## src/rtl/digits_timer.sv

```systemverilog
// Up/down digit timer with load, hold and a fixed-length alarm after each rollover.
// Optional BCD outputs (tens/ones) are enabled by defining DIGITS_TIMER_BCD_OUT_EN.
module digits_timer #(
  parameter int WIDTH       = 7,
  parameter int MAX         = 99,
  parameter int BUZZ_CYCLES = 1
) (
  input  logic             clk_1Hz,
  input  logic             result_reset_n,
  input  logic             updown,
  input  logic             result_load,
  input  logic [WIDTH-1:0] load_val,
  input  logic             state,
  output logic [WIDTH-1:0] count,
  output logic             buzzer,
  output logic             wrap
`ifdef DIGITS_TIMER_BCD_OUT_EN
  ,
  output logic [3:0]       tens,
  output logic [3:0]       ones
`endif
);

  localparam logic [WIDTH-1:0] MAX_W = WIDTH'(MAX);
  localparam int AW = (BUZZ_CYCLES > 1) ? $clog2(BUZZ_CYCLES) : 1;
  localparam logic [AW-1:0] ALARM_LAST = AW'(BUZZ_CYCLES - 1);

  typedef enum logic [1:0] {RUN, HOLD, ALARM} fsm_t;

  fsm_t             fsm;
  logic [AW-1:0]    alarm_cnt;
  logic [WIDTH-1:0] count_nxt;
  logic             counting;
  logic             at_terminal;
  logic             roll;

  function automatic logic [WIDTH-1:0] sat_load(input logic [WIDTH-1:0] v);
    return (v > MAX_W) ? MAX_W : v;
  endfunction

`ifdef DIGITS_TIMER_BCD_OUT_EN
  function automatic logic [3:0] bcd_tens(input logic [WIDTH-1:0] v);
    return 4'(int'(v) / 10);
  endfunction

  function automatic logic [3:0] bcd_ones(input logic [WIDTH-1:0] v);
    return 4'(int'(v) % 10);
  endfunction
`endif

  assign counting    = result_reset_n && !result_load && (fsm == RUN) && !state;
  assign at_terminal = updown ? (count == '0) : (count == MAX_W);
  assign roll        = counting && at_terminal;

  always_comb begin
    count_nxt = count;
    if (!result_reset_n) begin
      count_nxt = updown ? MAX_W : '0;
    end else if (result_load) begin
      count_nxt = sat_load(load_val);
    end else if (counting) begin
      if (!updown) count_nxt = at_terminal ? '0 : count + WIDTH'(1);
      else         count_nxt = at_terminal ? MAX_W : count - WIDTH'(1);
    end
  end

  always_ff @(posedge clk_1Hz) begin
    count <= count_nxt;
`ifdef DIGITS_TIMER_BCD_OUT_EN
    tens  <= bcd_tens(count_nxt);
    ones  <= bcd_ones(count_nxt);
`endif
    if (!result_reset_n) begin
      fsm       <= RUN;
      buzzer    <= 1'b0;
      wrap      <= 1'b0;
      alarm_cnt <= '0;
    end else if (result_load) begin
      // a load also aborts a running alarm and never counts as a rollover
      fsm       <= state ? HOLD : RUN;
      buzzer    <= 1'b0;
      wrap      <= 1'b0;
      alarm_cnt <= '0;
    end else begin
      wrap <= roll;
      case (fsm)
        ALARM: begin
          if (alarm_cnt == ALARM_LAST) begin
            buzzer    <= 1'b0;
            alarm_cnt <= '0;
            fsm       <= state ? HOLD : RUN;
          end else begin
            alarm_cnt <= alarm_cnt + AW'(1);
          end
        end
        HOLD: begin
          if (!state) fsm <= RUN;
        end
        default: begin
          if (state) begin
            fsm <= HOLD;
          end else if (roll) begin
            fsm       <= ALARM;
            buzzer    <= 1'b1;
            alarm_cnt <= '0;
          end
        end
      endcase
    end
  end

endmodule

```

## config.mk

```make
export PLATFORM = sky130hd
export DESIGN_NAME = digits_timer
export DESIGN_NICKNAME = d
export VERILOG_FILES = /design/src/rtl/digits_timer.sv
export SDC_FILE = /design/constraint.sdc
export NUM_CORES = 1
export LEC_CHECK = 0
export ABC_AREA = 1
export CAP_MARGIN = 10
export CORE_ASPECT_RATIO = 1.1
export CORE_MARGIN = 2
export CORE_UTILIZATION = 30
export CTS_BUF_LIST = sky130_fd_sc_hd__clkbuf_4 sky130_fd_sc_hd__clkbuf_8 sky130_fd_sc_hd__clkbuf_16
export DETAILED_ROUTE_END_ITERATION = 10
export GPL_ROUTABILITY_DRIVEN = 0
export GPL_TIMING_DRIVEN = 0
export PLACE_DENSITY = 0.63
export SETUP_SLACK_MARGIN = 0.5
export SYNTH_ARGS = -nofsm -noshare
export SYNTH_HDL_FRONTEND = slang
export SYNTH_SLANG_ARGS = --single-unit
```

## constraint.sdc

```tcl
create_clock -name clk_1Hz -period 1.55 [get_ports clk_1Hz]
set_input_delay 0.155 -clock clk_1Hz [delete_from_list [all_inputs] [get_ports clk_1Hz]]
set_output_delay 0.155 -clock clk_1Hz [all_outputs]
set_load 0.01 [all_outputs]
```

==> results of run 1 <==
## cells by family after synthesis
| kind of cell | count (synthesis) | synth area share (%) |
|---|---|---|
| flops | 11 | 29.0 |
| buf+inv | 24 | 10.6 |
| simple gates | 83 | 41.1 |
| fa+ha+maj | 6 | 7.50 |
| compound gates | 16 | 8.25 |
| xor+xnor | 4 | 3.50 |
## metrics by stage
step           cells  hold WS [ns]
6_report         221         0.283
5_1_grt          221         0.327
4_1_cts          216         0.276
3_5_place_dp     199         0.459
3_3_place_gp     199         0.460
2_1_floorplan    144         0.276
## cells in the mapped netlist, types with 3 or more instances
library cell | n | share of area, %
a21oi_1 | 8 | 4.0
dfxtp_1 | 4 | 8.0
edfxtp_1 | 7 | 21
ha_1 | 6 | 7.5
inv_1 | 12 | 4.5
inv_2 | 8 | 3.0
nand2_1 | 42 | 16
nand2_2 | 3 | 1.9
nand2_4 | 4 | 4.5
nand3_1 | 13 | 6.5
nor2_1 | 9 | 3.4
nor2_2 | 3 | 1.9
nor3_1 | 3 | 1.5
o21ai_0 | 4 | 2.0
xor2_1 | 4 | 3.5
## flip-flops by register name (all words and copies together), names as in the netlist
register and count:
wrap 1, buzzer 1, count 7, fsm 2
## area by class of cell
| type | count | area share (%) |
|---|---|---|
| plain buffers | 2 | 1.50 |
| repair buffers | 37 | 22.7 |
| multi-input cells | 109 | 45.3 |
| flip-flops and latches | 11 | 19.5 |
| well taps | 36 | 3.01 |
| clock buffers | 4 | 2.00 |
| inverters | 22 | 5.93 |
## where the power goes
part / internal (mW) / switching (mW)
Clock: 0.117 / 0.101
Sequential: 0.346 / 0.0327
Combinational: 0.234 / 0.249
Total: 0.698 / 0.382
## placed cells by master, fill, tap and decap left out
| cell type | n |
|---|---|
| nor3_4 | 2 |
| nand3_4 | 1 |
| xor2_1 | 4 |
| dfxtp_2 | 2 |
| clkinv_1 | 1 |
| clkdlybuf4s50_1 | 8 |
| o22ai_2 | 1 |
| or2_4 | 1 |
| clkinv_2 | 1 |
| ha_2 | 3 |
| inv_2 | 11 |
| nand4_1 | 1 |
| nor2_4 | 2 |
| buf_2 | 2 |
| nor2_2 | 3 |
| nor3_1 | 2 |
| nor2_1 | 8 |
| clkdlybuf4s15_1 | 1 |
| dlygate4sd2_1 | 3 |
| a31oi_1 | 1 |
| inv_4 | 2 |
| o21ai_0 | 4 |
| nand2_2 | 5 |
| nand2_1 | 39 |
| o21ai_1 | 2 |
| ha_4 | 1 |
| dfxtp_1 | 2 |
| clkbuf_4 | 4 |
| nand2_4 | 5 |
| nand3b_1 | 1 |
| inv_1 | 7 |
| ha_1 | 2 |
| nand3_1 | 13 |
| edfxtp_1 | 7 |
| a21oi_2 | 2 |
| buf_4 | 12 |
| buf_6 | 13 |
| a21oi_1 | 6 |
## worst max path at each step
stage / start / to / depth (start not counted)
2_1_floorplan: count[0] / count[6] / 10
3_3_place_gp: result_load / count[0] / 5
3_5_place_dp: result_load / count[0] / 5
4_1_cts: count[1] / count[6] / 10
5_1_grt: count[1] / count[6] / 12
6_report: count[0] / count[6] / 10
## worst max-delay path: cells and delay by family, from the launching register on
family	cells	cell delay, ns
AND/OR/NAND/NOR	6	0.51
flip-flops	1	0.41
AO/OA/AOI/OAI	1	0.12
buffers and inverters	2	0.09
adder cells (fa/ha/maj)	1	0.22
## what timing repair did
action	in CTS	in global routing
endpoints found under the setup margin	27	26
resized for setup	48	21
hold endpoints to repair	0	0
pin swaps	2	13
setup buffers	13	5
## layer usage
| metal | global-route usage [%] | wire [um] | up-vias |
|---|---|---|---|
| li1 | - | - | 541 |
| met1 | 16.8 | 1090 | 467 |
| met2 | 23.6 | 1360 | 33 |
| met3 | 1.20 | 123 | 6 |
| met4 | 5.97 | 56 | 0 |
| met5 | 0 | 0 | - |
==> flow_metrics.py, run 1 <==
metrics = {
    "timing": {
        "skew_ns": 0.00877,
        "worst_pin_slew_ns": 0.372,
        "rsz0062_at_grt": "yes",
        "setup_violations": 4,
        "fmax_mhz": 630,
        "slew_headroom_pct": 75.2,
        "finalSetupTns_ns": -0.118,
        "layout_setup_ws_ns": -0.0370,
        "finalCriticalPeriod_ns": 1.59,
        "hold_viol": 0,
        "slew_viol_final": 0,
        "finalCritPeriodShare_pct": 102,
    },
    "die": {
        "num_io_pins": 21,
        "initial_core_util_pct": 30.6,
        "num_rows": 22,
        "fp.dieW_um": 59.1,
        "die_h_um": 64.6,
        "die_area_mm2": 0.00382,
        "core_mm2": 0.00328,
    },
    "yosys": {
        "syn_inst": 144,
        "yosys_warnings": 0,
        "synth.distinct_cells": 27,
        "synth_edf_count": 7,
        "synthFlopType": "edfxtp_1",
        "synth_area_mm2": 0.00100,
        "avgSynthCellArea_um2": 6.95,
        "synth_seq_area_share_pct": 29.0,
        "syn-num-nets": 162,
        "synth-async-reset-ratio_pct": 0,
        "ys_ff_latch": 11,
    },
    "finish": {
        "fin_util_pct": 45.8,
        "multi_input_area_um2": 679,
        "num-nets-final": 204,
        "diodes": 0,
        "fill_cells": 328,
        "layout-drive-gt1-share_pct": 39.5,
        "synthToLayoutAreaGrowth_pct": 49.8,
        "finalInstanceArea_mm2": 0.00150,
        "seqCellArea_um2": 293,
    },
    "clocking": {
        "path_clk_slew_ns": 0.06,
        "hold_buffers": 0,
        "cts_max_path_buffers": 2,
        "numClockSinks": 11,
        "htreeDepth": 1,
        "cts_buffers": 3,
        "clk_latency_ns": 0.28,
        "cts_root_buffer": "clkbuf_4",
        "cts_tree": "built",
    },
    "setup_path": {
        "crit_path_max_incr_delay_ns": 0.41,
        "worst_setup_path_start_kind": "flip-flop",
        "worstPathRequired_ns": 1.58,
        "rr_worst_depth": 10,
        "r2r_start": "count[0]",
        "r2r_setup_slack_ns": -0.04,
        "crit_path_top_delay_cell": "edfxtp_1",
        "cp_cell_sequence": "ha_2 > inv_2 > nor2_4 > nand3_4 > nand2_4 > inv_2 > a21oi_2 > nand2_2 > nand2_1 > nand2_1",
        "r2r_end": "count[6]",
        "cp_max_fo": 4,
        "worstPathArrival_ns": 1.61,
        "worstSetupEndpointType": "flip-flop",
        "crit_type": "flip-flop to flip-flop",
    },
    "detailed_routing": {
        "drt_first_pass_iters": 4,
        "num_vias": 1047,
        "drc": 0,
        "post_drt_wl_per_cell_um": 11.9,
        "routed_wl_mm": 2.62,
        "drt_iter0_drc": 19,
        "vias_per_cell": 4.74,
        "ant_nets": 0,
    },
    "power_and_ir_drop": {
        "max-vdd-ir-drop_mv": 0.431,
        "powerDensity_mw_per_mm2": 720,
        "p_leak_nw": 0.715,
        "power_mw": 1.08,
    },
    "hold_path": {
        "worst_hold_path.endpoint": "count[1]",
        "min_path_type": "primary input to flip-flop",
        "hp-start": "updown",
        "hold_depth": 3,
    },
    "grt": {
        "track_usage_pct": 13.6,
        "grt_pass1_vias": 987,
        "grt_pass1_wl_mm": 4.01,
        "antenna_found_initial": 0,
        "grt_max_degree": 10,
        "grt.overflow.total": 0,
    },
    "outcome": {
        "violations": "negative setup slack",
        "status": "finished, violations left",
    },
    "placement": {
        "placed_area_mm2": 0.00124,
        "dp_slack_ns": -0.327,
        "io_buffers": 19,
        "hpwl_mm": 1.80,
    },
    "job": {
        "maxCapViolCount": 0,
    },
}
Note: power is estimated with default switching activity, not from simulation.
==> run 2, diff against run 1 <==
--- a/config.mk
+++ b/config.mk
@@ -10,12 +10,13 @@
 export CORE_ASPECT_RATIO = 1.1
 export CORE_MARGIN = 2
 export CORE_UTILIZATION = 30
-export CTS_BUF_LIST = sky130_fd_sc_hd__clkbuf_4 sky130_fd_sc_hd__clkbuf_8 sky130_fd_sc_hd__clkbuf_16
+export CTS_BUF_LIST = sky130_fd_sc_hd__clkbuf_8
 export DETAILED_ROUTE_END_ITERATION = 10
 export GPL_ROUTABILITY_DRIVEN = 0
 export GPL_TIMING_DRIVEN = 0
 export PLACE_DENSITY = 0.63
 export SETUP_SLACK_MARGIN = 0.5
+export SLEW_MARGIN = 20
 export SYNTH_ARGS = -nofsm -noshare
 export SYNTH_HDL_FRONTEND = slang
 export SYNTH_SLANG_ARGS = --single-unit
==> run 2 against run 1 <==
The flow still finishes with violations (negative setup slack). Clock skew shrank 0.0042 ns. Sequential power is essentially flat. Final area grew 0.50%.
==> flow_metrics.py, run 2 (same netlist as run 1, synthesis figures left out) <==
metrics = {
    "timing": {
        "worst_pin_slew_ns": 0.343,
        "finalCritPeriodShare_pct": 103,
        "hold_viol": 0,
        "layout_setup_ws_ns": -0.0457,
        "slew_viol_final": 0,
        "fmax_mhz": 627,
        "setup_violations": 4,
        "slew_headroom_pct": 77.1,
        "finalCriticalPeriod_ns": 1.60,
        "rsz0062_at_grt": "yes",
        "skew_ns": 0.00453,
    },
    "power_and_ir_drop": {
        "power_mw": 1.13,
        "max-vdd-ir-drop_mv": 0.439,
        "p_leak_nw": 0.734,
        "powerDensity_mw_per_mm2": 753,
    },
    "clocking": {
        "cts_root_buffer": "clkbuf_8",
        "clk_latency_ns": 0.24,
        "cts_buffers": 3,
        "cts_max_path_buffers": 2,
        "numClockSinks": 11,
        "htreeDepth": 1,
        "path_clk_slew_ns": 0.05,
        "cts_tree": "built",
    },
    "detailed_routing": {
        "drt_first_pass_iters": 4,
        "drt_iter0_drc": 17,
        "ant_nets": 0,
        "num_vias": 1037,
        "vias_per_cell": 4.69,
        "drc": 0,
        "routed_wl_mm": 2.58,
        "post_drt_wl_per_cell_um": 11.7,
    },
    "grt": {
        "grt.overflow.total": 0,
        "track_usage_pct": 13.2,
        "grt_max_degree": 10,
        "grt_pass1_vias": 990,
        "antenna_found_initial": 0,
        "grt_pass1_wl_mm": 4.00,
    },
    "placement": {
        "io_buffers": 19,
        "place_inst": 199,
        "hpwl_mm": 1.80,
    },
    "setup_path": {
        "worstPathRequired_ns": 1.54,
        "worstPathArrival_ns": 1.58,
        "cp_top_family": "simple AND/OR/NAND/NOR gates",
        "crit_path_top_delay_cell": "edfxtp_1",
        "worst_setup_path_start_kind": "flip-flop",
        "crit_type": "flip-flop to flip-flop",
        "cp_cell_sequence": "ha_2 > inv_2 > nor2_4 > nand3_4 > nand2_4 > inv_2 > a21oi_2 > nand2_2 > nand2_1 > nand2_1",
        "critPathBufInv": 2,
        "crit_path_max_incr_delay_ns": 0.40,
        "worstSetupEndpointType": "flip-flop",
        "cp_max_fo": 4,
    },
    "finish": {
        "largest_reg_flops": 7,
        "instances_no_fill": 221,
        "mostFrequentLayoutCells": "nand2_1 (39), buf_4 (14), nand3_1 (13)",
        "layout_commonest_cell": "nand2_1",
        "regMostFlops": "count",
        "num-nets-final": 204,
        "synthToLayoutAreaGrowth_pct": 50.5,
        "layout-drive-gt1-share_pct": 39.5,
        "reg.largest.list": "count (7), fsm (2)",
        "diodes": 0,
    },
    "hold_path": {
        "min_path_type": "primary input to flip-flop",
    },
    "die": {
        "num_io_pins": 21,
        "initial_core_util_pct": 30.6,
        "num_rows": 22,
        "fp.dieW_um": 59.1,
        "core_mm2": 0.00328,
        "die_area_mm2": 0.00382,
        "die_h_um": 64.6,
    },
    "job": {
        "maxCapViolCount": 0,
    },
    "outcome": {
        "violations": "negative setup slack",
        "status": "finished, violations left",
    },
}
==> run 2: cell types whose count changed in the layout (fill, tap and decap cells not counted), moves of 2 or more <==
cell,before,now
clkbuf_4,4,0
buf_6,13,11
buf_4,12,14
clkbuf_2,0,2
clkbuf_8,0,3
==> run 2: worst paths after layout <==
kind / slack [ns] / end / startpoint / cells past startpoint
worst max register to register: -0.05 / count[6] / count[0] / 10
worst max-delay path: -0.05 / count[6] / count[0] / 10
worst min-delay path: 0.32 / count[1] / updown / 3
worst min register to register: 0.46 / buzzer / buzzer / 2
==> run 2: what timing repair did <==
| action | 4_1_cts | 5_1_grt |
|---|---|---|
| hold buffers | 0 | 0 |
| gates resized for setup | 47 | 22 |
| pin swaps | 2 | 14 |
| buffers inserted | 13 | 5 |
| endpoints found under the setup margin | 27 | 24 |
==> run 2: cell type report <==
class | count | area, um2
buffer | 2 | 22.5
clock buffer | 3 | 41.3
clock inverter | 1 | 3.75
fill | 323 | 1770
inverter | 22 | 91.3
multi-input combinational | 109 | 679
sequential | 11 | 293
tap | 36 | 45.0
timing repair buffer | 37 | 330
==> run 2: report_power, final <==
group / leakage, nW / internal, mW / switching (mW)
registers: 0.108 / 0.348 / 0.0333
clock network: 0.0269 / 0.173 / 0.103
logic: 0.600 / 0.230 / 0.247
==> run 2: routing by layer <==
metal	up-vias	global-route usage, %	part of all wire (%)
met3	6	0.599	4.1
met4	0	4.26	1.6
met1	457	16.8	42
met2	32	23.5	52
li1	542	-	-
met5	-	0	0
==> run 2: metrics by stage <==
step | setup WS [ns] | util, % | area (um2) | TNS [ns] | hold WS [ns]
6_report | -0.0457 | 46.0 | 1510 | -0.133 | 0.325
3_3_place_gp | -0.327 | 37.8 | 1240 | -2.92 | 0.460
5_1_grt | -0.160 | 46.0 | 1510 | -1.08 | 0.368
3_5_place_dp | -0.327 | 37.8 | 1240 | -2.90 | 0.459
2_1_floorplan | 0.0431 | - | 1000 | 0 | 0.276
4_1_cts | -0.0221 | 43.3 | 1420 | -0.0255 | 0.322
==> run 2: worst reg2reg max path: cells and delay by family, from the launching register on <==
kind,cells,cell delay (ns)
buffers and inverters,2,0.09
AOI/OAI and AO/OA,1,0.12
adders and majority gates,1,0.22
DFF,1,0.40
and+or+nand+nor,6,0.51
